$ cat src/rtl/wm_cycle_controller.sv
// rtl/wm_cycle_controller.sv - wash-cycle sequencer: phase FSM, actuators, watchdog, door and cancel supervision
module wm_cycle_controller #(
    parameter int LOCK_CYCLES   = 4,
    parameter int PHASE_TIMEOUT = 64,
    parameter int WDOG_W        = 7
) (
    input  logic       clock,
    input  logic       reset_n,
    input  logic       start,
    input  logic       cancel,
    input  logic       cold_wash,
    input  logic       no_spin,
    input  logic       door_closed,
    input  logic       sig_Full,
    input  logic       sig_Temperature,
    input  logic       sig_Completed,
    output logic [2:0] state,
    output logic       door_lock,
    output logic       water_valve,
    output logic       heater,
    output logic       motor,
    output logic       motor_fast,
    output logic       done,
    output logic       aborted,
    output logic       fault,
    output logic [1:0] fault_code
);

    typedef enum logic [2:0] {
        S_IDLE  = 3'd0,
        S_LOCK  = 3'd1,
        S_FILL  = 3'd2,
        S_HEAT  = 3'd3,
        S_WASH  = 3'd4,
        S_RINSE = 3'd5,
        S_SPIN  = 3'd6,
        S_DONE  = 3'd7
    } state_t;

    localparam int LC_W = (LOCK_CYCLES > 1) ? $clog2(LOCK_CYCLES) : 1;

    state_t            state_q, state_d;
    logic [LC_W-1:0]   lock_cnt_q, lock_cnt_d;
    logic [WDOG_W-1:0] wdog_q, wdog_d;
    logic              arm_q, arm_d;
    logic              cold_q, cold_d;
    logic              nospin_q, nospin_d;
    logic              done_q, done_d;
    logic              aborted_q, aborted_d;
    logic              fault_q, fault_d;
    logic [1:0]        fault_code_q, fault_code_d;
    logic [4:0]        act_q, act_d;

    logic   timed;
    logic   phase_in;
    state_t next_phase;

    always_comb begin
        timed = (state_q == S_FILL) || (state_q == S_HEAT) || (state_q == S_WASH)
             || (state_q == S_RINSE) || (state_q == S_SPIN);

        case (state_q)
            S_FILL:  phase_in = sig_Full;
            S_HEAT:  phase_in = sig_Temperature;
            S_WASH,
            S_RINSE,
            S_SPIN:  phase_in = sig_Completed;
            default: phase_in = 1'b0;
        endcase

        case (state_q)
            S_FILL:  next_phase = cold_q ? S_WASH : S_HEAT;
            S_HEAT:  next_phase = S_WASH;
            S_WASH:  next_phase = S_RINSE;
            S_RINSE: next_phase = nospin_q ? S_DONE : S_SPIN;
            S_SPIN:  next_phase = S_DONE;
            default: next_phase = S_IDLE;
        endcase
    end

    always_comb begin
        state_d      = state_q;
        lock_cnt_d   = lock_cnt_q;
        wdog_d       = wdog_q;
        arm_d        = arm_q;
        cold_d       = cold_q;
        nospin_d     = nospin_q;
        aborted_d    = aborted_q;
        fault_d      = fault_q;
        fault_code_d = fault_code_q;

        case (state_q)
            S_IDLE, S_DONE: begin
                if (start && door_closed) begin
                    state_d      = S_LOCK;
                    cold_d       = cold_wash;
                    nospin_d     = no_spin;
                    aborted_d    = 1'b0;
                    fault_d      = 1'b0;
                    fault_code_d = 2'b00;
                end
            end
            default: begin
                // Supervision outranks phase progress: door, then watchdog, then cancel.
                if (!door_closed) begin
                    state_d      = S_IDLE;
                    fault_d      = 1'b1;
                    fault_code_d = 2'b10;
                end else if (timed && (wdog_q == WDOG_W'(PHASE_TIMEOUT - 1))) begin
                    state_d      = S_IDLE;
                    fault_d      = 1'b1;
                    fault_code_d = 2'b01;
                end else if (cancel) begin
                    state_d   = S_DONE;
                    aborted_d = 1'b1;
                end else if (state_q == S_LOCK) begin
                    if (lock_cnt_q == LC_W'(LOCK_CYCLES - 1)) begin
                        state_d = S_FILL;
                    end else begin
                        lock_cnt_d = lock_cnt_q + LC_W'(1);
                    end
                end else if (arm_q && phase_in) begin
                    state_d = next_phase;
                end else begin
                    // A high seen before any low is stale from the previous phase.
                    arm_d  = arm_q | ~phase_in;
                    wdog_d = wdog_q + WDOG_W'(1);
                end
            end
        endcase

        if (state_d != state_q) begin
            lock_cnt_d = '0;
            wdog_d     = '0;
            arm_d      = 1'b0;
        end

        case (state_d)
            S_LOCK:         act_d = 5'b10000;
            S_FILL:         act_d = 5'b11000;
            S_HEAT:         act_d = 5'b10100;
            S_WASH, S_RINSE: act_d = 5'b10010;
            S_SPIN:         act_d = 5'b10011;
            default:        act_d = 5'b00000;
        endcase

        done_d = (state_d == S_DONE);
    end

    always_ff @(posedge clock or negedge reset_n) begin
        if (!reset_n) begin
            state_q      <= S_IDLE;
            lock_cnt_q   <= '0;
            wdog_q       <= '0;
            arm_q        <= 1'b0;
            cold_q       <= 1'b0;
            nospin_q     <= 1'b0;
            done_q       <= 1'b0;
            aborted_q    <= 1'b0;
            fault_q      <= 1'b0;
            fault_code_q <= 2'b00;
            act_q        <= 5'b00000;
        end else begin
            state_q      <= state_d;
            lock_cnt_q   <= lock_cnt_d;
            wdog_q       <= wdog_d;
            arm_q        <= arm_d;
            cold_q       <= cold_d;
            nospin_q     <= nospin_d;
            done_q       <= done_d;
            aborted_q    <= aborted_d;
            fault_q      <= fault_d;
            fault_code_q <= fault_code_d;
            act_q        <= act_d;
        end
    end

    assign state       = state_q;
    assign door_lock   = act_q[4];
    assign water_valve = act_q[3];
    assign heater      = act_q[2];
    assign motor       = act_q[1];
    assign motor_fast  = act_q[0];
    assign done        = done_q;
    assign aborted     = aborted_q;
    assign fault       = fault_q;
    assign fault_code  = fault_code_q;

endmodule
$ cat config.mk
export PLATFORM = sky130hd
export DESIGN_NAME = wm_cycle_controller
export DESIGN_NICKNAME = d
export VERILOG_FILES = /design/src/rtl/wm_cycle_controller.sv
export SDC_FILE = /design/constraint.sdc
export NUM_CORES = 1
export LEC_CHECK = 0
export ABC_AREA = 1
export BUFFER_PORTS_ARGS = -buffer_cell sky130_fd_sc_hd__buf_4
export CORE_ASPECT_RATIO = 0.75
export CORE_MARGIN = 2
export CORE_UTILIZATION = 50
export CTS_CLUSTER_DIAMETER = 200
export DETAILED_ROUTE_END_ITERATION = 12
export PLACE_DENSITY = 0.82
export SLEW_MARGIN = 0
export SYNTH_ARGS = -nofsm -noshare
export SYNTH_HDL_FRONTEND = slang
export SYNTH_SLANG_ARGS = --single-unit
$ cat constraint.sdc
create_clock -name clock -period 2.21 [get_ports clock]
set_clock_uncertainty 0.1 [all_clocks]
set_input_delay 0.663 -clock clock [delete_from_list [all_inputs] [get_ports clock]]
set_output_delay 0.663 -clock clock [all_outputs]
set_load 0.01 [all_outputs]
# Word-level counts from Yosys, hierarchy flattened
# Index checks and enable logic that the tools add are counted.
[word_totals]
regBits = 25
in_bits = 10
latch_bits = 0
ram_bits = 0
wordCells = 107
out_inout_bits = 13
memories = 0
romBits = 0
[op_classes]
n_addsub = 2
n_eq_ne = 26
div_mod_pow = 0
n_bitwise = 2
n_lt_le_gt_ge = 0
n_reduce_logical = 20
shifts = 0
multipliers = 0
mux = 46
[op_table]
columns = ["op", "n"]
rows = [
  ["two-way mux 7 bit", 7],
  ["two-way mux 3 bit", 9],
  ["case mux 5 bit (5 select lines)", 1],
  ["equality test 3 bit (second input constant)", 8],
  ["two-way mux 2 bit", 11],
  ["two-way mux 1 bit", 16],
  ["case mux 3 bit (5 select lines)", 1],
  ["equality test 3 x 2 -> 1 bit (second input constant)", 4],
  ["!= test 2 x 1 -> 1 bit (second input constant)", 6],
  ["AND reduction 6 bit", 2],
  ["nonzero test 2 bit", 4],
  ["adder 7 x 1 -> 7 bit (second input constant)", 1],
  ["equality test 7 x 6 -> 1 bit (second input constant)", 1],
  ["equality test 3 x 1 -> 1 bit (second input constant)", 2],
  ["logical OR 1 bit", 4],
  ["!= test 2 bit (second input constant)", 2],
  ["AND reduction 2 bit", 2],
  ["AND reduction 4 bit", 1],
  ["OR reduction 2 bit", 2],
  ["logical AND 1 bit", 3],
  ["zero test 3 bit", 1],
  ["!= test 3 x 1 -> 1 bit (second input constant)", 1],
  ["!= test 3 bit", 1],
  ["case mux 1 bit (3 select lines)", 1],
  ["5 further kinds", 5],
]

# Logic depth before layout (Yosys ltp)
# Gate-level depths: netlist (run 1).
[depth]
depth_word = 13
ltp_mapped = 17
depth_no_buf = 16

# Worst setup path after synthesis (run 1)
# Ideal clock, no wire load.
[synth_timing]
kind = "input-to-reg"
from = "input port sig_Temperature"
to = "register act_q[4]"
setup_slack_ps = 444
arrival_time_ps = 1550
t_required_ps = 1994
stages = 14
path_buffers = 0
setup_ps = 116
cell_sequence = "nand2_1 nand2_1 nand2_1 nand2_2 nand2_2 nand2_1 nand2_1 nand2_1 nand2_2 nand2_2 a21oi_1 inv_1 nor2_2 nor2_1"
[synth_via]
elab_chain_len = 11
word_cells_on_any_way = 16
classes_between = "6 x eq/ne; 8 x mux; 2 x reduce/logical"
[synth_rtl]
columns = ["item", "line", "source"]
rows = [
  ["from (decl)", "15", "input logic sig_Temperature,"],
  ["case mux 1 bit (3 select lines) (*)", "62", "case (state_q)"],
  ["logical AND 1 bit (*)", "122", "end else if (arm_q && phase_in) begin"],
  ["two-way mux 3 bit (*)", "122", ""],
  ["two-way mux 3 bit (*)", "116", "end else if (state_q == S_LOCK) begin"],
  ["two-way mux 3 bit (*)", "113", "end else if (cancel) begin"],
  ["two-way mux 3 bit (*)", "109", "end else if (timed && (wdog_q == WDOG_W'(PHASE_TIMEOUT - 1))) begin"],
  ["two-way mux 3 bit (*)", "105", "if (!door_closed) begin"],
  ["two-way mux 3 bit (*)", "92", "case (state_q)"],
  ["equality test 3 bit", "138", "case (state_d)"],
  ["OR reduction 2 bit", "138", ""],
  ["case mux 5 bit (5 select lines) (*)", "138", ""],
  ["net act_d[4]", "52", "logic [4:0] act_q, act_d;"],
  ["to (signal assigned)", "174", "act_q <= act_d;"],
  ["to (decl)", "52", ""],
]
# The timed path passes the listed nets; every way through them passes the cells marked *.
# A chain may end at the register's enable or synchronous reset.

# Worst setup path in the final report (run 1)
[layout_timing]
from = "register wdog_q[0]"
to = "register wdog_q[4]"
[layout_via]
elab_chain_len = 8
word_cells_on_any_way = 21
classes_between = "1 x add/sub; 7 x eq/ne; 10 x mux; 3 x reduce/logical"
[layout_rtl]
columns = ["item", "line", "source"]
rows = [
  ["from (decl)", "44", "logic [WDOG_W-1:0] wdog_q, wdog_d;"],
  ["from (signal assigned)", "166", "wdog_q <= wdog_d;"],
  ["adder 7 x 1 -> 7 bit or equality test 7 x 6 -> 1 bit (tied branches)", "127, 109", ""],
  ["two-way mux 7 bit or logical AND 1 bit (tied branches)", "122, 109", ""],
  ["two-way mux 7 bit or two-way mux 3 bit (tied branches)", "116, 109", ""],
  ["two-way mux 7 bit or two-way mux 3 bit (tied branches)", "113, 105", ""],
  ["two-way mux 7 bit or two-way mux 3 bit (tied branches)", "109, 92", ""],
  ["two-way mux 7 bit or != test 3 bit (tied branches)", "105, 132", ""],
  ["two-way mux 7 bit, or another cell as far along", "92", ""],
  ["two-way mux 7 bit or AND reduction 6 bit (tied branches)", "--", ""],
]
# Several ways; a longest one is shown, not always the timed one. The select of a mux whose other input is x is not followed.

==> summary.txt, run 1 <==
Detailed routing
  • Post-route DRC: 0
  • Antenna viol nets, final: 0
  • Via/cell ratio: 4.87
  • Initial DRC count: 37
  • Drt total wl: 2760 µm
  • Via count: 1135
  • Routed len/inst: 11.9 µm
  • DR pass1 iterations: 7

Timing
  • Final Critical Period: 1.95 ns
  • Post-route setup slack: 0.257 ns
  • Max frequency: 0.512 GHz
  • Worst hold slack: 0.106 ns
  • Final setup fails: 0
  • Slew HR: 79.5%
  • Final hold violations: 0
  • Final worst-path cycle share: 88.4%
  • Final slew viol count: 0
  • Slew at the pin closest to its max-slew limit: 0.308 ns
  • Setup TNS Final: 0 ns
  • RSZ-0062 raised after global routing: false

Worst setup path
  • Crit-path max FO: 4
  • CP startpoint kind: register
  • WP buf/inv: 1
  • Highest-delay cell along the critical path: dfrtp_1
  • Reg-to-Reg End: wdog_q[4]$_DFFE_PN0P_
  • Arrival time worst endpoint: 2.12 ns
  • CP Data Required Time: 2.38 ns
  • Flop-to-flop setup slack: 0.26 ns
  • Worst r2r path cells: 13
  • Crit-path cells: ha_1 > nand2_1 > nor3_1 > nand2_2 > nand2_2 > nor2_1 > nand3_1 > inv_2 > nand3_2 > nor2_1 > nand2_1 > nand2_1 > nor2_1
  • Crit path from: wdog_q[0]$_DFFE_PN0P_
  • Crit. End Element: register
  • Max stage delay on crit path: 0.42 ns
  • Family with the most delay on the worst path: simple AND/OR/NAND/NOR gates
  • R2r startpoint: wdog_q[0]$_DFFE_PN0P_
  • Critical path class: reg -> reg

Placement
  • Post-detail-place hpwl: 2240 µm
  • IO buf count: 22
  • Gpl congestion: 0.851
  • Post-Place Worst Slack: 0.105 ns

Logic synthesis
  • Yosys reg bits: 25
  • Ys Warns: 0
  • Area leader, netlist: dfrtp_1
  • Post-synth EDFFs: 0
  • Top cells by area, synth: dfrtp_1 47%, nand2_1 12%, nand3_1 6.8%
  • Mapped Avg Cell Area: 7.70 µm²
  • Cell count after synthesis: 172
  • Commonest cells post-synth: 42 x nand2_1, 25 x dfrtp_1, 22 x inv_1, 21 x nor2_1, 18 x nand3_1
  • Distinct cells, synth: 22
  • Syn_nets: 184
  • Seq/Total Area, Yosys: 47.2%
  • Synth Cell Area: 1330 µm²
  • Predominant post-synthesis flop cell: dfrtp_1
  • Synth async-reset ratio: 100%
  • Synth top area share: 47.2%
  • Most frequent cell after synthesis: nand2_1

Clocking
  • Worst-path clk slew: 0.14 ns
  • CTS HTree Levels: 1
  • CTS tree: yes
  • Clk_lat worst skew: 0.33 ns
  • Clock Root Buffer: clkbuf_4
  • Sink Count: 25
  • Clock Path Buffers: 2
  • CTS Buf Count: 3

Finish
  • Nets: 210
  • Syn-to-layout area delta: 17.5%
  • Register area: 627 µm²
  • Share of layout cells above drive strength 1: 24.9%
  • Filler cells: 253
  • Diodes inserted: 0
  • Multi-input logic area: 594 µm²

Floorplanning
  • FP Rows: 16
  • IO Pins: 23
  • Die X: 63.4 µm
  • Core Region: 2560 µm²
  • Initial Util: 51.7%
  • Die height: 48.6 µm
  • Die Area: 3080 µm²

Pwr
  • Final Power: 1760 µW
  • Max IR drop VDD: 0.632 mV
  • Power density cells: 1130 nW/µm²
  • Leakage: 0.000830 µW

Flow run
  • Max-cap violations: 0

Global route
  • First-pass GRT wire length: 4950 µm
  • Grt total ovfl: 0
  • Gr usage total: 20.4%
  • Largest net degree at the start of global routing: 26
  • Number of global-route vias before repair: 1134
  • Antenna violations before repair: 0

Outcome
  • Outcome: finished clean

Worst hold path
  • Hold Path Class: in -> async
==> routing by layer <==
metal	wire, µm	vias up	global-route usage (%)
met5	0	-	0
met4	13	0	3.62
met3	112	2	4.65
met2	1320	18	34.6
met1	1310	525	27.3
li1	-	590	-
==> cell type report <==
class / instances / area share, %
clock inverter: 1 / 0.322
inverter: 26 / 6.27
multi-input combinational: 120 / 38.2
sequential: 25 / 40.3
tap: 36 / 2.89
timing repair buffer: 22 / 10.6
clock buffer: 3 / 1.45
==> power by group <==
part | internal [µW] | leakage [µW] | switching (µW) | total, µW
logic | 320 | 0.000486 | 531 | 852
clock network | 67.8 | 0.0000177 | 135 | 203
registers | 578 | 0.000326 | 129 | 707
total | 966 | 0.000830 | 795 | 1760
==> worst max path at each step <==
stage | to | slack (ns) | cells past startpoint
after floorplan | act_q[4]$_DFF_PN0_ | 0.44 | 14
after global placement | act_q[4]$_DFF_PN0_ | 0.17 | 15
after detailed placement | act_q[4]$_DFF_PN0_ | 0.11 | 15
after CTS | act_q[4]$_DFF_PN0_ | 0.14 | 11
after global routing | act_q[4]$_DFF_PN0_ | 0.04 | 11
final | wdog_q[4]$_DFFE_PN0P_ | 0.26 | 13
==> cell families (layout without fill, tap and decap cells) <==
group	count (synthesis)	count (layout)	share of synthesized area [%]
flops	25	25	47.2
buf+inv	27	52	7.93
mux	1	1	0.850
compound gates	12	12	5.19
xor+xnor	1	1	0.661
fa+ha+maj	2	2	1.89
simple gates	104	104	36.3
==> placed cells by master (no fill, tap or decap) <==
cell type  count
dfrtp_1       24
o21ai_0        6
nand4_1        3
inv_2          4
nor2_2         4
dfrtp_2        1
nand3_1       18
clkbuf_4       3
clkinv_2       1
nand3_2        2
o21bai_1       1
nand2_1       42
mux2_2         1
ha_1           2
a21o_1         1
nand3b_1       1
buf_4         22
xor2_1         1
o21ai_2        1
nor3_1         3
nor2_1        21
nor2_4         1
a21oi_1        3
nand2_2        9
inv_1         22
==> sequential cells by signal, summed over array words and instances (netlist names) <==
name,count
fault_code,2
fault,1
wdog_q,7
state,3
done,1
lock_cnt_q,2
arm_q,1
cold_q,1
act_q,5
aborted,1
nospin_q,1
==> timing repair <==
action | 4_1_cts | 5_1_grt
setup buffers | 0 | 0
hold buffers | 0 | 0
endpoints found under the setup margin | 0 | 7
gates resized for setup | 0 | 1
==> per-stage QoR <==
step	cell area, µm²	utilization [%]	std cells
5_1_grt	1560	60.7	233
3_3_place_gp	1530	59.6	229
6_report	1560	60.7	233
2_1_floorplan	1330	-	172
3_5_place_dp	1530	59.6	229
4_1_cts	1560	60.7	233
Note: power is estimated with default switching activity, not from simulation.
==> run 2: changes to the inputs <==
--- a/config.mk
+++ b/config.mk
@@ -12,6 +12,7 @@
 export CORE_UTILIZATION = 50
 export CTS_CLUSTER_DIAMETER = 200
 export DETAILED_ROUTE_END_ITERATION = 12
+export GPL_TIMING_DRIVEN = 0
 export PLACE_DENSITY = 0.82
 export SLEW_MARGIN = 0
 export SYNTH_ARGS = -nofsm -noshare
==> summary.txt, run 2 (synthesis gave the netlist of run 1 again) <==
Clocking
  • Worst-path clk slew: 0.14 ns (about the same)
  • Clock Root Buffer: clkbuf_4
  • Resize count post-CTS: 0 (unchanged)
  • Sink Count: 25 (unchanged)
  • Hold Buf Count CTS: 0 (unchanged)
  • # Post-CTS Setup Buffers: 0 (unchanged)
  • CTS HTree Levels: 1 (unchanged)
  • Clock Path Buffers: 2 (unchanged)
  • CTS tree: yes
  • Clk_lat worst skew: 0.33 ns (about the same)
  • CTS Buf Count: 3 (unchanged)

Finish
  • Nets: 211 (+0.48%)
  • Most frequent cells in the layout: 42 x nand2_1, 25 x dfrtp_1, 23 x buf_4
  • Largest register FFs: 7 (unchanged)
  • Share of layout cells above drive strength 1: 24.7% (-0.13 points)
  • Syn-to-layout area delta: 17.9%
  • Filler cells: 252 (-0.40%)
  • Diodes inserted: 0 (unchanged)
  • Multi-input logic area: 594 µm² (unchanged)
  • Most common cell after layout, fill and taps aside: nand2_1
  • Top reg by flops: wdog_q
  • Register area: 626 µm² (-0.20%)

Detailed routing
  • Routed len/inst: 11.5 µm (-2.8%)
  • Via count: 1147 (+1.1%)
  • DR pass1 iterations: 4 (-3)
  • Drt total wl: 2700 µm (-2.4%)
  • Post-route DRC: 0 (unchanged)
  • Antenna viol nets, final: 0 (unchanged)
  • Initial DRC count: 33 (-11%)
  • Via/cell ratio: 4.90 (+0.63%)

Worst setup path
  • Arrival time worst endpoint: 2.13 ns (about the same)
  • CP startpoint kind: register
  • Crit. End Element: register
  • R2r startpoint: wdog_q[0]$_DFFE_PN0P_
  • Critical path class: reg -> reg
  • Crit path from: wdog_q[0]$_DFFE_PN0P_
  • CP Data Required Time: 2.37 ns (about the same)
  • Crit-path max FO: 5 (+1)

Global route
  • Largest net degree at the start of global routing: 26 (unchanged)
  • Gr usage total: 18.5% (-2.0 points)
  • First-pass GRT wire length: 4520 µm (-8.7%)
  • Grt total ovfl: 0 (unchanged)
  • Antenna violations before repair: 0 (unchanged)
  • Number of global-route vias before repair: 1044 (-7.9%)

Floorplanning
  • FP Rows: 16 (unchanged)
  • Die X: 63.4 µm (unchanged)
  • Initial Util: 51.7% (unchanged)
  • IO Pins: 23 (unchanged)
  • Die Area: 3080 µm² (unchanged)
  • Die height: 48.6 µm (unchanged)
  • Core Region: 2560 µm² (unchanged)

Pwr
  • Power density cells: 1140 nW/µm² (+0.33%)
  • Max IR drop VDD: 0.651 mV (+2.9%)
  • Leakage: 0.000836 µW (+0.69%)

Timing
  • Final slew viol count: 0 (unchanged)
  • Final setup fails: 0 (unchanged)
  • RSZ-0062 raised after global routing: false
  • Final hold violations: 0 (unchanged)
  • Setup TNS Final: 0 ns (unchanged)
  • Slew at the pin closest to its max-slew limit: 0.323 ns (+0.0154 ns)
  • Final worst-path cycle share: 89.2% (+0.83 points)
  • Slew HR: 78.5% (-1.0 points)
  • Max frequency: 0.507 GHz (-0.93%)
  • Worst hold slack: 0.111 ns (+0.00430 ns)
  • Final Critical Period: 1.97 ns (+0.0183 ns)

Placement
  • Gpl congestion: 0.853 (+0.32%)
  • Post-detail-place hpwl: 2120 µm (-5.2%)
  • IO buf count: 22 (unchanged)

Worst hold path
  • Hold Path Class: in -> async

Outcome
  • Outcome: finished clean

Flow run
  • Max-cap violations: 0 (unchanged)
-- run 2: critical path, cell delays in order (launching register included) --
cell and delay, ns:
dfrtp_1 0.41, ha_1 0.23, nand2_1 0.07, nor3_1 0.27
nand2_2 0.13, nand2_1 0.12, nor2_2 0.06, nand3_1 0.10
nand3_2 0.08, nor2_2 0.14, inv_2 0.09, nor2_1 0.11
-- run 2: cell type report --
class                      instances  share of cell area [%]
sequential                        25                    40.0
multi-input combinational        120                    38.0
timing repair buffer              22                    10.6
inverter                          26                    6.24
tap                               36                    2.88
clock buffer                       3                    1.44
buffer                             1                   0.480
clock inverter                     1                   0.320
-- run 2: path summary, 6_finish.rpt --
kind	endpoint	slack, ns	depth (start not counted)
worst min-delay path	wdog_q[1]$_DFFE_PN0P_	0.11	1
min in group clock	cold_q$_DFFE_PN0P_	0.40	2
worst max register to register	wdog_q[2]$_DFFE_PN0P_	0.24	11
worst min register to register	cold_q$_DFFE_PN0P_	0.40	2
max in group asynchronous	wdog_q[2]$_DFFE_PN0P_	1.65	1
worst max-delay path	wdog_q[2]$_DFFE_PN0P_	0.24	11
-- run 2: routing by layer --
layer,global-route usage [%],part of all wire (%),vias up
met2,30.2,48,21
met3,4.65,4.5,2
met4,3.26,0.44,0
met5,0,0,-
li1,-,-,592
met1,25.3,47,532
-- run 2: report_power, final --
part	total, µW	internal, µW	switching, µW	leakage (µW)
Clock	211	68.0	143	0.0000177
Sequential	674	576	97.7	0.000327
Combinational	890	332	557	0.000491
-- run 2: per-stage QoR --
| step | setup WS (ns) | std cells | utilization, % | instance area [µm²] | total power, µW |
|---|---|---|---|---|---|
| final | 0.238 | 234 | 61.0 | 1560 | 1770 |
| after global routing | 0.0389 | 234 | 61.0 | 1560 | 1930 |
| after CTS | 0.235 | 234 | 61.0 | 1560 | 1790 |
| after detailed placement | 0.121 | 230 | 59.9 | 1540 | 1580 |
| after global placement | 0.189 | 230 | 59.9 | 1540 | 1550 |
| after floorplan | 0.444 | 172 | - | 1330 | 1290 |
